File: src/rtl/rapid_lsu.sv
// Load/store unit: one request/acknowledge bus transaction per accepted memory op,
// with sub-word alignment, byte enables, load extension and an ack timeout.
module rapid_lsu #(
  parameter int XLEN           = 32,
  parameter int TIMEOUT_CYCLES = 255
) (
  input  logic            i_clk,
  input  logic            i_reset,
  input  logic            i_pipeline_ready,
  input  logic            i_valid,
  input  logic            i_mem_read,
  input  logic            i_mem_write,
  input  logic [2:0]      i_funct3,
  input  logic [XLEN-1:0] i_address,
  input  logic [XLEN-1:0] i_store_data,
  input  logic [4:0]      i_rd,
  output logic            o_bus_req,
  output logic            o_bus_we,
  output logic [XLEN-1:0] o_bus_addr,
  output logic [3:0]      o_bus_be,
  output logic [XLEN-1:0] o_bus_wdata,
  input  logic            i_bus_ack,
  input  logic [XLEN-1:0] i_bus_rdata,
  output logic [XLEN-1:0] o_load_data,
  output logic [4:0]      o_rd,
  output logic            o_rd_we,
  output logic            o_misaligned,
  output logic            o_bus_error,
  output logic            o_done
);

  typedef enum logic {S_IDLE = 1'b0, S_BUSY = 1'b1} state_t;

  localparam logic [7:0] LP_TIMEOUT = 8'(TIMEOUT_CYCLES);

  state_t          r_state, w_next;
  logic [7:0]      r_cnt;
  logic [XLEN-1:0] r_bus_addr, r_wdata, r_load_data;
  logic [3:0]      r_be;
  logic            r_we, r_rd_we, r_misaligned, r_bus_error;
  logic [2:0]      r_funct3;
  logic [1:0]      r_off;
  logic [4:0]      r_rd;

  logic            w_accept, w_is_mem, w_illegal, w_misalign, w_fault, w_issue, w_timeout;
  logic [3:0]      w_be;
  logic [XLEN-1:0] w_wdata, w_shifted, w_ext;

  always_comb begin
    w_accept   = (r_state == S_IDLE) && i_pipeline_ready && i_valid;
    w_is_mem   = i_mem_read | i_mem_write;
    w_illegal  = i_mem_read & i_mem_write;
    if (i_mem_read && (i_funct3 == 3'b011 || i_funct3 == 3'b110 || i_funct3 == 3'b111))
      w_illegal = 1'b1;
    if (i_mem_write && i_funct3 > 3'b010)
      w_illegal = 1'b1;
    w_misalign = ((i_funct3[1:0] == 2'b01) && i_address[0]) ||
                 ((i_funct3[1:0] == 2'b10) && (i_address[1:0] != 2'b00));
    w_fault    = w_is_mem & (w_illegal | w_misalign);
    w_issue    = w_accept & w_is_mem & ~w_fault;

    case (i_funct3[1:0])
      2'b00:   w_be = 4'b0001 << i_address[1:0];
      2'b01:   w_be = i_address[1] ? 4'b1100 : 4'b0011;
      default: w_be = 4'b1111;
    endcase

    w_wdata = '0;
    if (i_mem_write) begin
      case (i_funct3[1:0])
        2'b00:   w_wdata = {4{i_store_data[7:0]}};
        2'b01:   w_wdata = {2{i_store_data[15:0]}};
        default: w_wdata = i_store_data;
      endcase
    end

    w_timeout = (r_state == S_BUSY) && !i_bus_ack && (r_cnt == LP_TIMEOUT);

    w_next = r_state;
    case (r_state)
      S_IDLE:  if (w_issue) w_next = S_BUSY;
      S_BUSY:  if (i_bus_ack || w_timeout) w_next = S_IDLE;
      default: w_next = S_IDLE;
    endcase

    // Selected lane moves to bit 0, then extends according to the captured size.
    w_shifted = i_bus_rdata >> {r_off, 3'b000};
    case (r_funct3)
      3'b000:  w_ext = {{(XLEN-8){w_shifted[7]}}, w_shifted[7:0]};
      3'b100:  w_ext = {{(XLEN-8){1'b0}}, w_shifted[7:0]};
      3'b001:  w_ext = {{(XLEN-16){w_shifted[15]}}, w_shifted[15:0]};
      3'b101:  w_ext = {{(XLEN-16){1'b0}}, w_shifted[15:0]};
      default: w_ext = w_shifted;
    endcase
  end

  always_ff @(posedge i_clk or negedge i_reset) begin
    if (!i_reset) begin
      r_state      <= S_IDLE;
      r_cnt        <= '0;
      r_bus_addr   <= '0;
      r_wdata      <= '0;
      r_load_data  <= '0;
      r_be         <= '0;
      r_we         <= 1'b0;
      r_rd_we      <= 1'b0;
      r_misaligned <= 1'b0;
      r_bus_error  <= 1'b0;
      r_funct3     <= '0;
      r_off        <= '0;
      r_rd         <= '0;
    end else begin
      r_state <= w_next;
      if (w_accept) begin
        r_rd         <= i_rd;
        r_misaligned <= w_fault;
        r_bus_error  <= 1'b0;
        r_rd_we      <= 1'b0;
        r_load_data  <= '0;
        if (w_issue) begin
          r_bus_addr <= {i_address[XLEN-1:2], 2'b00};
          r_be       <= w_be;
          r_wdata    <= w_wdata;
          r_we       <= i_mem_write;
          r_funct3   <= i_funct3;
          r_off      <= i_address[1:0];
          r_cnt      <= '0;
        end
      end else if (r_state == S_BUSY) begin
        if (i_bus_ack) begin
          if (!r_we) begin
            r_load_data <= w_ext;
            r_rd_we     <= 1'b1;
          end
        end else if (w_timeout) begin
          r_bus_error <= 1'b1;
        end else begin
          r_cnt <= r_cnt + 8'd1;
        end
      end
    end
  end

  assign o_bus_req    = (r_state == S_BUSY);
  assign o_done       = (r_state == S_IDLE);
  assign o_bus_we     = r_we;
  assign o_bus_addr   = r_bus_addr;
  assign o_bus_be     = r_be;
  assign o_bus_wdata  = r_wdata;
  assign o_load_data  = r_load_data;
  assign o_rd         = r_rd;
  assign o_rd_we      = r_rd_we;
  assign o_misaligned = r_misaligned;
  assign o_bus_error  = r_bus_error;

endmodule
File: config.mk
export PLATFORM = sky130hd
export DESIGN_NAME = rapid_lsu
export DESIGN_NICKNAME = d
export VERILOG_FILES = /design/src/rtl/rapid_lsu.sv
export SDC_FILE = /design/constraint.sdc
export NUM_CORES = 1
export LEC_CHECK = 0
export BUFFER_PORTS_ARGS = -buffer_cell sky130_fd_sc_hd__clkbuf_2
export CAP_MARGIN = 40
export CORE_ASPECT_RATIO = 1.2
export CORE_MARGIN = 2
export CORE_UTILIZATION = 35
export DETAILED_ROUTE_END_ITERATION = 10
export PLACE_DENSITY = 0.69
export SKIP_LAST_GASP = 1
export SLEW_MARGIN = 20
export SYNTH_ARGS = -nofsm -noshare
export SYNTH_HDL_FRONTEND = slang
export SYNTH_SLANG_ARGS = --single-unit
File: constraint.sdc
create_clock -name i_clk -period 6.15 [get_ports i_clk]
set_clock_uncertainty 0.2 [all_clocks]
set_input_delay 0 -clock i_clk [delete_from_list [all_inputs] [get_ports i_clk]]
set_output_delay 0 -clock i_clk [all_outputs]
set_load 0.01 [all_outputs]
## Word-level counts from Yosys, hierarchy flattened

Index checks and enable logic that the tools add are counted.

| storage, ports and cells | value |
|---|---|
| register bits after elaboration | 121 |
| latch bits | 0 |
| RAM bits | 0 |
| bits in read-only memories | 0 |
| bits of input ports | 111 |
| output and inout bits | 111 |
| logic and storage cells | 88 |
| memories kept | 0 |

| cells by class | value |
|---|---|
| $add $sub $neg | 1 |
| multiply operators | 0 |
| divide/modulo/power cells | 0 |
| order comparisons | 1 |
| equality and inequality tests | 13 |
| shift-type cells | 2 |
| mux-type cells | 27 |
| bitwise gates (word level) | 8 |
| reduce and logical (&&, ||, !) cells | 23 |

Operator list:

| kind | count |
|---|---|
| 2-to-1 mux 32 bit | 5 |
| case mux 32 bit (4 select lines) | 1 |
| case mux 32 bit (2 select lines) | 1 |
| 2-to-1 mux 8 bit | 5 |
| >> shifter 32 x 5 -> 32 bit | 1 |
| equality test 3 bit, second input constant | 4 |
| 2-to-1 mux 1 bit | 12 |
| adder 8 x 1 -> 8 bit, second input constant | 1 |
| equality test 8 bit, second input constant | 1 |
| logical AND 1 bit | 8 |
| case mux 4 bit (2 select lines) | 1 |
| nonzero test 2 bit | 4 |
| != test 2 x 1 -> 1 bit, second input constant | 3 |
| AND reduction 3 bit | 2 |
| bitwise AND 1 bit | 4 |
| logical OR 1 bit | 4 |
| 2-to-1 mux 4 bit | 1 |
| AND reduction 4 bit | 1 |
| left shift 1 x 2 -> 4 bit, first input constant | 1 |
| equality test 3 x 1 -> 1 bit, second input constant | 1 |
| equality test 3 x 2 -> 1 bit, second input constant | 1 |
| greater-than comparator 3 x 2 -> 1 bit, second input constant | 1 |
| logical NOT 3 bit | 1 |
| equality test 2 x 1 -> 1 bit, second input constant | 1 |
| other kinds (8) | 10 |

## Depth between registers and ports, before layout

Gate-level depths: netlist of run 1.

| depth | value |
|---|---|
| depth in word-level cells | 12 |
| gate-level depth with buffers | 7 |
| mapped depth without buffers | 5 |

## Least setup slack after synthesis of run 1

OpenSTA, ideal clock, no wires.

| timing path | value |
|---|---|
| path kind | reg-to-reg |
| from | register r_state (netlist: o_bus_req) |
| to | register r_bus_addr[31] (netlist: o_bus_addr[31]) |
| library setup time | 0.125 ns |
| arrival time | 1.801 ns |
| data required time | 5.825 ns |
| path slack | 4.025 ns |
| cell stages (with the launch flop) | 6 |
| path buffers | 1 |
| period minus slack after synthesis | 2.125 ns |
| cell sequence | dfrtp_1 -> inv_1 -> nand3_1 -> nor3_2 -> buf_2 -> mux2_2 |

| on the way | value |
|---|---|
| longest elaborated chain between the ends | 6 |

RTL lines:

| item | RTL line | RTL |
|---|---|---|
| start, declared | 36 | `state_t r_state, w_next;` |
| start signal, assigned | 113 | `r_state <= w_next;` |
| inverter 1 bit (*) | n/a |  |
| net o_done | 29 | `output logic o_done` |
| logical AND 1 bit (*) (2 in a row) | 50 | `w_accept = (r_state == S_IDLE) && i_pipeline_ready && i_valid;` |
| bitwise AND 1 bit (2 in a row) | 60 | `w_issue = w_accept & w_is_mem & ~w_fault;` |
| AND reduction 2 bit (no source line) (*) | n/a |  |
| end signal, assigned | 121 | `r_bus_addr <= {i_address[XLEN-1:2], 2'b00};` |
| end, declared | 38 | `logic [XLEN-1:0] r_bus_addr, r_wdata, r_load_data;` |

The timed path passes the listed nets; every way through them passes the cells marked *.
A chain may end at the register's enable or synchronous reset.

## Worst setup path after layout of run 1

| timing path | value |
|---|---|
| from | register r_state (netlist: o_bus_req) |
| to | register r_bus_addr[22] (netlist: o_bus_addr[22]) |

| on the way | value |
|---|---|
| longest elaborated chain between the ends | 6 |

RTL lines:

| item | RTL line |
|---|---|
| inverter 1 bit (*) | n/a |
| logical AND 1 bit (*) (2 in a row) | 50 |
| bitwise AND 1 bit (2 in a row) | 60 |
| AND reduction 2 bit (no source line) (*) | n/a |

Every way passes the cells marked *; elsewhere a longest branch is shown, timed or not.

==> results of run 1 <==
==> stage by stage <==
stage | utilization | cell area, sq um
detailed placement | 0.4381 | 7128
CTS | 0.5518 | 8979
global route | 0.5526 | 8992
global placement | 0.4343 | 7067
floorplan | - | 5848
finish | 0.5526 | 8992
==> final timing paths <==
path | from | to | cells after the start
max reg2reg | o_bus_req | o_bus_addr[22] | 7
min | i_bus_rdata[14] | o_load_data[14] | 5
min in group asynchronous | i_reset | o_bus_addr[23] | 3
max in group asynchronous | i_reset | o_load_data[0] | 5
min reg2reg | o_bus_addr[30] | o_bus_addr[30] | 1
max | o_bus_req | o_bus_addr[22] | 7
==> kinds of logic after synthesis <==
| family | synth area share |
|---|---|
| AOI/OAI and AO/OA | 0.1492 |
| xor gates and xnor gates | 0.002998 |
| adders and majority gates | 0.002141 |
| buffers and inverters | 0.03618 |
| DFF | 0.5181 |
| muxes | 0.2006 |
| other | 0.0006416 |
| and+or+nand+nor | 0.09013 |
==> registers in the layout (all words and copies together), names as in the netlist <==
| register | cells |
|---|---|
| o_bus_addr | 30 |
| o_bus_be | 4 |
| o_bus_error | 1 |
| o_bus_req | 1 |
| o_bus_wdata | 32 |
| o_bus_we | 1 |
| o_load_data | 32 |
| o_misaligned | 1 |
| o_rd | 5 |
| o_rd_we | 1 |
| r_cnt | 8 |
| r_funct3 | 3 |
| r_off | 2 |
==> where the power goes <==
| part | total (mW) | leakage, nW | switching [mW] | internal (mW) |
|---|---|---|---|---|
| Combinational | 0.758 | 2.49 | 0.370 | 0.388 |
| Clock | 0.998 | 0.288 | 0.353 | 0.645 |
| Sequential | 1.07 | 1.57 | 0.116 | 0.954 |
| Total | 2.83 | 4.35 | 0.838 | 1.99 |
==> timing repair <==
item,in CTS,in global routing
buffers inserted,0,0
hold buffers,124,0
hold endpoints to repair,169,0
==> cells in the final DEF (no fill, tap or decap), types with 3 or more instances in the layout <==
cell,count
a21boi_0,8
a21oi_1,14
a221o_1,6
a221o_2,9
a22o_1,8
buf_4,6
clkbuf_16,17
clkbuf_2,218
clkbuf_8,6
clkinv_2,3
dfrtp_1,121
dlygate4sd3_1,123
inv_1,6
mux2_1,4
mux2_2,62
mux2i_1,37
nand2_1,46
nand3_1,10
nand3b_1,8
nor2_1,9
nor2b_1,11
nor3_1,5
o21ai_0,57
o31ai_1,16
==> per-layer routing <==
metal / vias to the layer above / global-route usage / share of wire
li1: 2538 / - / -
met1: 2646 / 0.2612 / 0.40
met2: 245 / 0.3489 / 0.51
met3: 58 / 0.05447 / 0.054
met4: 0 / 0.1000 / 0.037
met5: - / 0 / 0
==> critical path: cells and delay by family (launching register included) <==
| family | cells | cell delay, ns |
|---|---|---|
| buffers and inverters | 4 | 1.58 |
| multiplexers | 1 | 0.42 |
| AND/OR/NAND/NOR | 2 | 0.49 |
| flip-flops | 1 | 0.42 |
==> layout make-up <==
cell class	count	area (sq um)
inverters	6	22.52
multi-input cells	345	2615
fillers	1389	7279
well taps	212	265.3
flip-flops and latches	121	3028
clock buffers	24	501.7
clock inverters	7	90.09
repair buffers	353	2470
==> impl_metrics.toml, run 1 <==
[floorplan]
start_util = 0.3592
die_h_um = 145.6
die_x_um = 122.0
ioPinCount = 222
coreArea_sq_um = 16270
num_rows = 51
dieArea_sq_um = 17750

[setup_path]
crit_arrival_ns = 3.38
path_cells = "inv_1 > nand3_1 > dlygate4sd3_1 > buf_4 > nor3_4 > buf_4 > mux2_2"
cp.required_ns = 6.25
path_class = "flop to flop"
cpMostUsedCell = "buf_4"
max_stage_delay_ns = 0.65
path_max_fanout = 54
start_kind = "flop"
rrSetupSlack_ns = 2.87
crit_path_end_kind = "flop"
cp_slowest_cell = "buf_4"

[placed_design]
hpwlAfterDp_um = 11680
io_buffer_count = 219
pre_cts_ws_ns = 3.124
globalplace.congestion = 0.8304
dp_cells = 912

[power]
p_leak_nw = 4.346
vdd.ir_drop.worst_uv = 157.1
power_density_nw_per_um2 = 314.3
power_mw = 2.826

[cts]
numCtsBuffers = 17
cts_resized = 0
ctsLongestPathBuffers = 2
root_buffer = "clkbuf_16"
clock_latency_ns = 0.42
cts_tree = "built"
ctsHtreeMaxLevel = 4
clkSinkCount = 121
clkTransAtPathRegs_ns = 0.05

[sta]
finalCritPeriodShare = 0.5327
setup_tns_ns = 0
setup_viol = 0
max_slew_margin = 0.4537
finalHoldViolCount = 0
hold-worst-slack_ns = 0.01649
rsz0062_at_grt = "no"
fmax_mhz = 305.3
period_needed_ns = 3.276
timing.final.ws_setup_ns = 2.874
slew_violations = 0
worst_slew_pin_slew_ns = 0.8194

[synthesis]
yosysUniqueCellTypes = 52
syn_avg_cell_area_sq_um = 11.44
synthArstFlopShare = 1.000
synth.area.top_cells = "dfrtp_1 (52%), mux2_2 (12%), mux2i_1 (6.3%)"
yosysWarnings = 0
syn_area_sq_um = 5844
synth_seq_cells = 121
yosysTopAreaCellShare = 0.5181
synth.most_common_cell = "dfrtp_1"
yosys.area.top_type = "dfrtp_1"
ys_seq_area_frac = 0.5181
synth_edf_count = 0
synth_flop_cell = "dfrtp_1"
yosys-top-cells-count = "dfrtp_1 (121), mux2_2 (62), o21ai_0 (57)"
synth_cells = 511

[routing]
first_iter_violations = 363
wl_per_cell_um = 17.21
routed_wirelength_um = 18380
vias = 5487
drtAntennaViolNets = 0
dr.pass1.iters = 5
viasPerCell = 5.138
drc = 0

[global_routing]
grt_pass1_vias = 5601
grt_pass1_wl_um = 29550
overflow = 0
antenna_found_initial = 0
grt_usage = 0.2132
grt_max_degree = 55

[final_layout]
area_growth_syn_to_layout_pct = 53.86
drive_gt1_frac = 0.3960
diodes = 0
fin_cells = 1068
nets = 956

[job]
cap_violations = 0

[min_path]
hold_class = "primary input to flop"

[status]
status = "complete, no violations"
(Power assumes the default switching activity.)
==> run 2: changes to the inputs <==
clock period = 3.13 ns   (was 6.15 ns; I/O delays follow)
==> impl_metrics.toml, run 2 (synthesized netlist as in run 1, its figures left out) <==
[status]
status = "complete, no violations"

[placed_design]
hpwlAfterDp_um = 11820
globalplace.congestion = 0.8885
io_buffer_count = 219

[final_layout]
final_core_util = 0.5618
drive_gt1_frac = 0.3934
diodes = 0
final_common_cell = "clkbuf_2"
nets = 977
most-common-layout-cells = "clkbuf_2 (218), dlygate4sd3_1 (138), dfrtp_1 (121), mux2_2 (62), o21ai_0 (57)"
area_growth_syn_to_layout_pct = 56.41

[routing]
wl_per_cell_um = 17.12
viasPerCell = 5.057
drc = 0
first_iter_violations = 330
drtAntennaViolNets = 0
routed_wirelength_um = 18640
vias = 5507
dr.pass1.iters = 4

[cts]
numCtsBuffers = 17
postCtsSetupRepairBufs = 0
cts_resized = 0
cts_tree = "built"
postCtsHoldBufs = 137
clock_latency_ns = 0.41
clkSinkCount = 121
ctsLongestPathBuffers = 2
root_buffer = "clkbuf_16"
ctsHtreeMaxLevel = 4
clkTransAtPathRegs_ns = 0.06

[global_routing]
grt_pass1_vias = 5813
grt_usage = 0.2154
top_usage_layer = "met2"
grt_pass1_wl_um = 30330
overflow = 0
use_met3 = 0.05721
grt_max_degree = 67
met2_usage = 0.3330
met1_usage = 0.2705
antenna_found_initial = 0

[setup_path]
cp.required_ns = 3.26
path_class = "primary input to flop"
path_cells = "dlygate4sd3_1 > clkbuf_2 > buf_4 > nand2_1 > o21ai_0 > dlygate4sd3_1 > nand2_1 > dlygate4sd3_1 > o21ai_0"
cp_num_buf_inv = 5
cp_top_family = "buffers and inverters"
path_max_fanout = 38
crit_arrival_ns = 2.70
cp_slowest_cell = "dlygate4sd3_1"
start_kind = "primary input"
cpMostUsedCell = "dlygate4sd3_1"
max_stage_delay_ns = 0.60
crit_path_end_kind = "flop"

[floorplan]
start_util = 0.3592
coreArea_sq_um = 16270
dieArea_sq_um = 17750
num_rows = 51
die_x_um = 122.0
ioPinCount = 222
die_h_um = 145.6

[power]
vdd.ir_drop.worst_uv = 355.2
power_density_nw_per_um2 = 596.3
power_mw = 5.451
p_leak_nw = 4.392

[sta]
finalCritPeriodShare = 0.8205
setup_viol = 0
finalHoldViolCount = 0
fmax_mhz = 389.4
rsz0062_at_grt = "no"
setup_tns_ns = 0
period_needed_ns = 2.568
max_slew_margin = 0.4983
worst_slew_pin_slew_ns = 0.7498
hold-worst-slack_ns = 0.01307
slew_violations = 0

[job]
cap_violations = 0

[min_path]
hold_class = "primary input to flop"
[run 2: cell count changes in the layout (fill, tap and decap cells not counted)]
| cell | delta |
|---|---|
| dlygate4sd3_1 | +15 |
| clkbuf_8 | -2 |
| buf_8 | -2 |
| and2_0 | +1 |
| and2_1 | -1 |
| bufinv_16 | -1 |
| clkinv_2 | +2 |
| buf_12 | +1 |
| buf_6 | -1 |
| buf_4 | +9 |
[run 2: power by group]
part	total [mW]	internal, mW	switching, mW
Combinational	1.48	0.773	0.712
Clock	1.86	1.16	0.700
Sequential	2.10	1.88	0.227
Total	5.45	3.81	1.64
[run 2: final timing paths]
path / to / slack, ns / startpoint / cells past startpoint
setup / recovery: o_bus_wdata[26] / 0.56 / i_funct3[1] / 9
hold / removal: o_load_data[14] / 0.01 / i_bus_rdata[14] / 5
setup reg to reg: o_load_data[0] / 0.59 / r_off[0] / 5
hold reg to reg: o_bus_addr[30] / 0.29 / o_bus_addr[30] / 1
max in group asynchronous: o_load_data[4] / 1.60 / i_reset / 5
min in group asynchronous: o_bus_wdata[7] / 0.26 / i_reset / 3
[run 2: routing by layer]
metal,wire [um],share of wire
met5,0,0
met4,901,0.048
met1,7707,0.41
met3,979,0.053
met2,9055,0.49
[run 2: final cells by class]
cell class	instances	area, sq um
fill	1363	7131
sequential	121	3028
timing repair buffer	374	2653
multi-input combinational	345	2615
clock buffer	23	488.0
tap	212	265.3
clock inverter	8	70.07
inverter	6	22.52
[run 2: worst min-delay path, stage by stage]
cell and delay (ns):
clkbuf_2 0.09, mux2i_1 0.07, o21ai_0 0.21, a21oi_1 0.08, o21ai_0 0.14
[run 2: through the flow]
step           setup WS [ns]  instance area, sq um  instances
2_1_floorplan          1.005                  5848        512
5_1_grt               0.4913                  9141       1089
3_3_place_gp          0.9264                  7174        919
3_5_place_dp          0.8720                  7174        919
6_report              0.5619                  9141       1089
4_1_cts               0.6293                  9104       1087
==> run 3: changes to the inputs <==
ABC_AREA = 1   (was default)
clock period = 2.7 ns   (was 3.13 ns; I/O delays follow)
==> impl_metrics.toml, run 3 <==
[routing]
vias = 6904
routed_wirelength_um = 21330
viasPerCell = 4.825
drc = 0
first_iter_violations = 516
drtAntennaViolNets = 0
dr.pass1.iters = 5
wl_per_cell_um = 14.91

[final_layout]
final_common_cell = "nand2_1"
drive_gt1_frac = 0.2257
finalInstanceArea_sq_um = 9568
area_growth_syn_to_layout_pct = 59.58
most-common-layout-cells = "nand2_1 (427), clkbuf_2 (217), dlygate4sd3_1 (171), dfrtp_1 (120), o21ai_0 (47)"
fin_cells = 1431
nets = 1313
final_core_util = 0.5678

[global_routing]
overflow = 0
grt_max_degree = 122
grt_usage = 0.2356
grt_pass1_vias = 6865
antenna_found_initial = 1
grt_pass1_wl_um = 33310

[placed_design]
globalplace.congestion = 0.8660
dpl-instance-area_sq_um = 7261
io_buffer_count = 219
dp_cells = 1227
hpwlAfterDp_um = 12660

[floorplan]
coreArea_sq_um = 16850
die_h_um = 147.4
die_x_um = 123.5
start_util = 0.3558
ioPinCount = 222
dieArea_sq_um = 18200
num_rows = 52

[synthesis]
yosys-top-cells-count = "nand2_1 (427), dfrtp_1 (121), o21ai_0 (47)"
yosysWarnings = 0
synth_flop_cell = "dfrtp_1"
yosysTopAreaCellShare = 0.5050
synth_edf_count = 0
synth_cells = 823
synthArstFlopShare = 1.000
ys_seq_area_frac = 0.5050
synth.most_common_cell = "nand2_1"
synth_seq_cells = 121
synth.area.top_cells = "dfrtp_1 (51%), nand2_1 (27%), o21ai_0 (3.9%)"
yosys.area.top_type = "dfrtp_1"
yosysUniqueCellTypes = 31
syn_area_sq_um = 5996
syn_avg_cell_area_sq_um = 7.285

[power]
switching_power_mw = 2.107
pwr-share-comb = 0.282
p_clk_frac = 0.346
p_leak_nw = 5.283
swShare = 0.3268
seq_power_share = 0.373
vdd.ir_drop.worst_uv = 312.3
p_int_mw = 4.341
power_density_nw_per_um2 = 673.9

[sta]
fmax_mhz = 387.5
period_needed_ns = 2.581
rsz0062_at_grt = "no"
finalHoldViolCount = 6
slew_violations = 0
max_slew_margin = 0.5181
finalCritPeriodShare = 0.9559
setup_viol = 0
hold-worst-slack_ns = -0.02083
worst_slew_pin_slew_ns = 0.7229
setup_tns_ns = 0

[cts]
ctsLongestPathBuffers = 2
numCtsBuffers = 17
root_buffer = "clkbuf_16"
ctsHtreeMaxLevel = 4
cts_tree = "built"
clock_latency_ns = 0.41
clkSinkCount = 121
clkTransAtPathRegs_ns = 0.05

[status]
status = "finished with violations"
violations = "negative hold slack"

[setup_path]
crit_path_end_kind = "flop"
crit_arrival_ns = 2.68
path_max_fanout = 33
path_class = "flop to flop"
cp.required_ns = 2.80
start_kind = "flop"

[job]
cap_violations = 0

[min_path]
hold_class = "primary input to asynchronous set/reset pin"
run 3: area by class of cell:
cell class | count | area [sq um]
fillers | 1461 | 7283
flip-flops and latches | 121 | 3029
repair buffers | 402 | 2927
multi-input cells | 612 | 2580
clock buffers | 21 | 460.4
well taps | 216 | 270.3
inverters | 47 | 177.7
clock inverters | 11 | 121.4
diodes | 1 | 2.502
run 3: critical path, stage by stage (launching register included):
cell           delay (ns)
dfrtp_1              0.36
clkinv_2             0.34
nand2_1              0.16
a21oi_1              0.07
dlygate4sd3_1        0.58
o21ai_0              0.10
dlygate4sd3_1        0.59
nand2_1              0.06
run 3: per-layer routing:
layer	global-route usage	vias to the layer above	wire length, um
met3	0.06481	64	1519
met1	0.2703	3178	8144
met4	0.1006	0	652
met5	0	-	0
li1	-	3328	-
met2	0.4069	334	11010
run 3: final timing paths:
| check | startpoint | endpoint | slack, ns | cells past startpoint |
|---|---|---|---|---|
| min in group i_clk | i_address[4] | o_bus_addr[4] | 0.13 | 4 |
| hold / removal | i_reset | o_load_data[0] | -0.02 | 3 |
| setup reg to reg | r_off[0] | o_load_data[6] | 0.12 | 7 |
| hold reg to reg | o_load_data[31] | o_load_data[31] | 0.27 | 2 |
| setup / recovery | r_off[0] | o_load_data[6] | 0.12 | 7 |
| max in group asynchronous | i_reset | r_funct3[1] | 1.73 | 3 |
run 3: power by group through the flow:
stage               clock network, mW  logic (mW)  registers (mW)
global placement                    0        1.49            2.41
finish                           2.23        1.82            2.40
global route                     2.36        2.01            2.44
CTS                              2.28        1.78            2.39
detailed placement                  0        1.52            2.41
floorplan                           0       0.759            2.50
run 3: repair_timing:
action,in CTS,in global routing
endpoints found under the setup margin,0,26
hold endpoints to repair,231,0
hold buffers,171,0
buffers inserted,0,0
gates resized for setup,0,6
run 3: kinds of logic after synthesis:
group,count (synthesis),share of synthesized area
compound gates,98,0.08953
xor+xnor,2,0.002922
fa+ha+maj,1,0.002086
buf+inv,91,0.06573
flops,121,0.5050
other cells,1,0.0006254
simple gates,509,0.3341
run 3: stage by stage:
stage	power (mW)	hold slack [ns]	worst slack (ns)
final	6.447	-0.02083	0.1190
after global routing	6.814	0.04514	0.01769
after CTS	6.448	0.07399	0.09890
after detailed placement	3.930	-0.03234	0.5401
after global placement	3.901	-0.03868	0.5708
after floorplan	3.261	-0.4956	0.8911
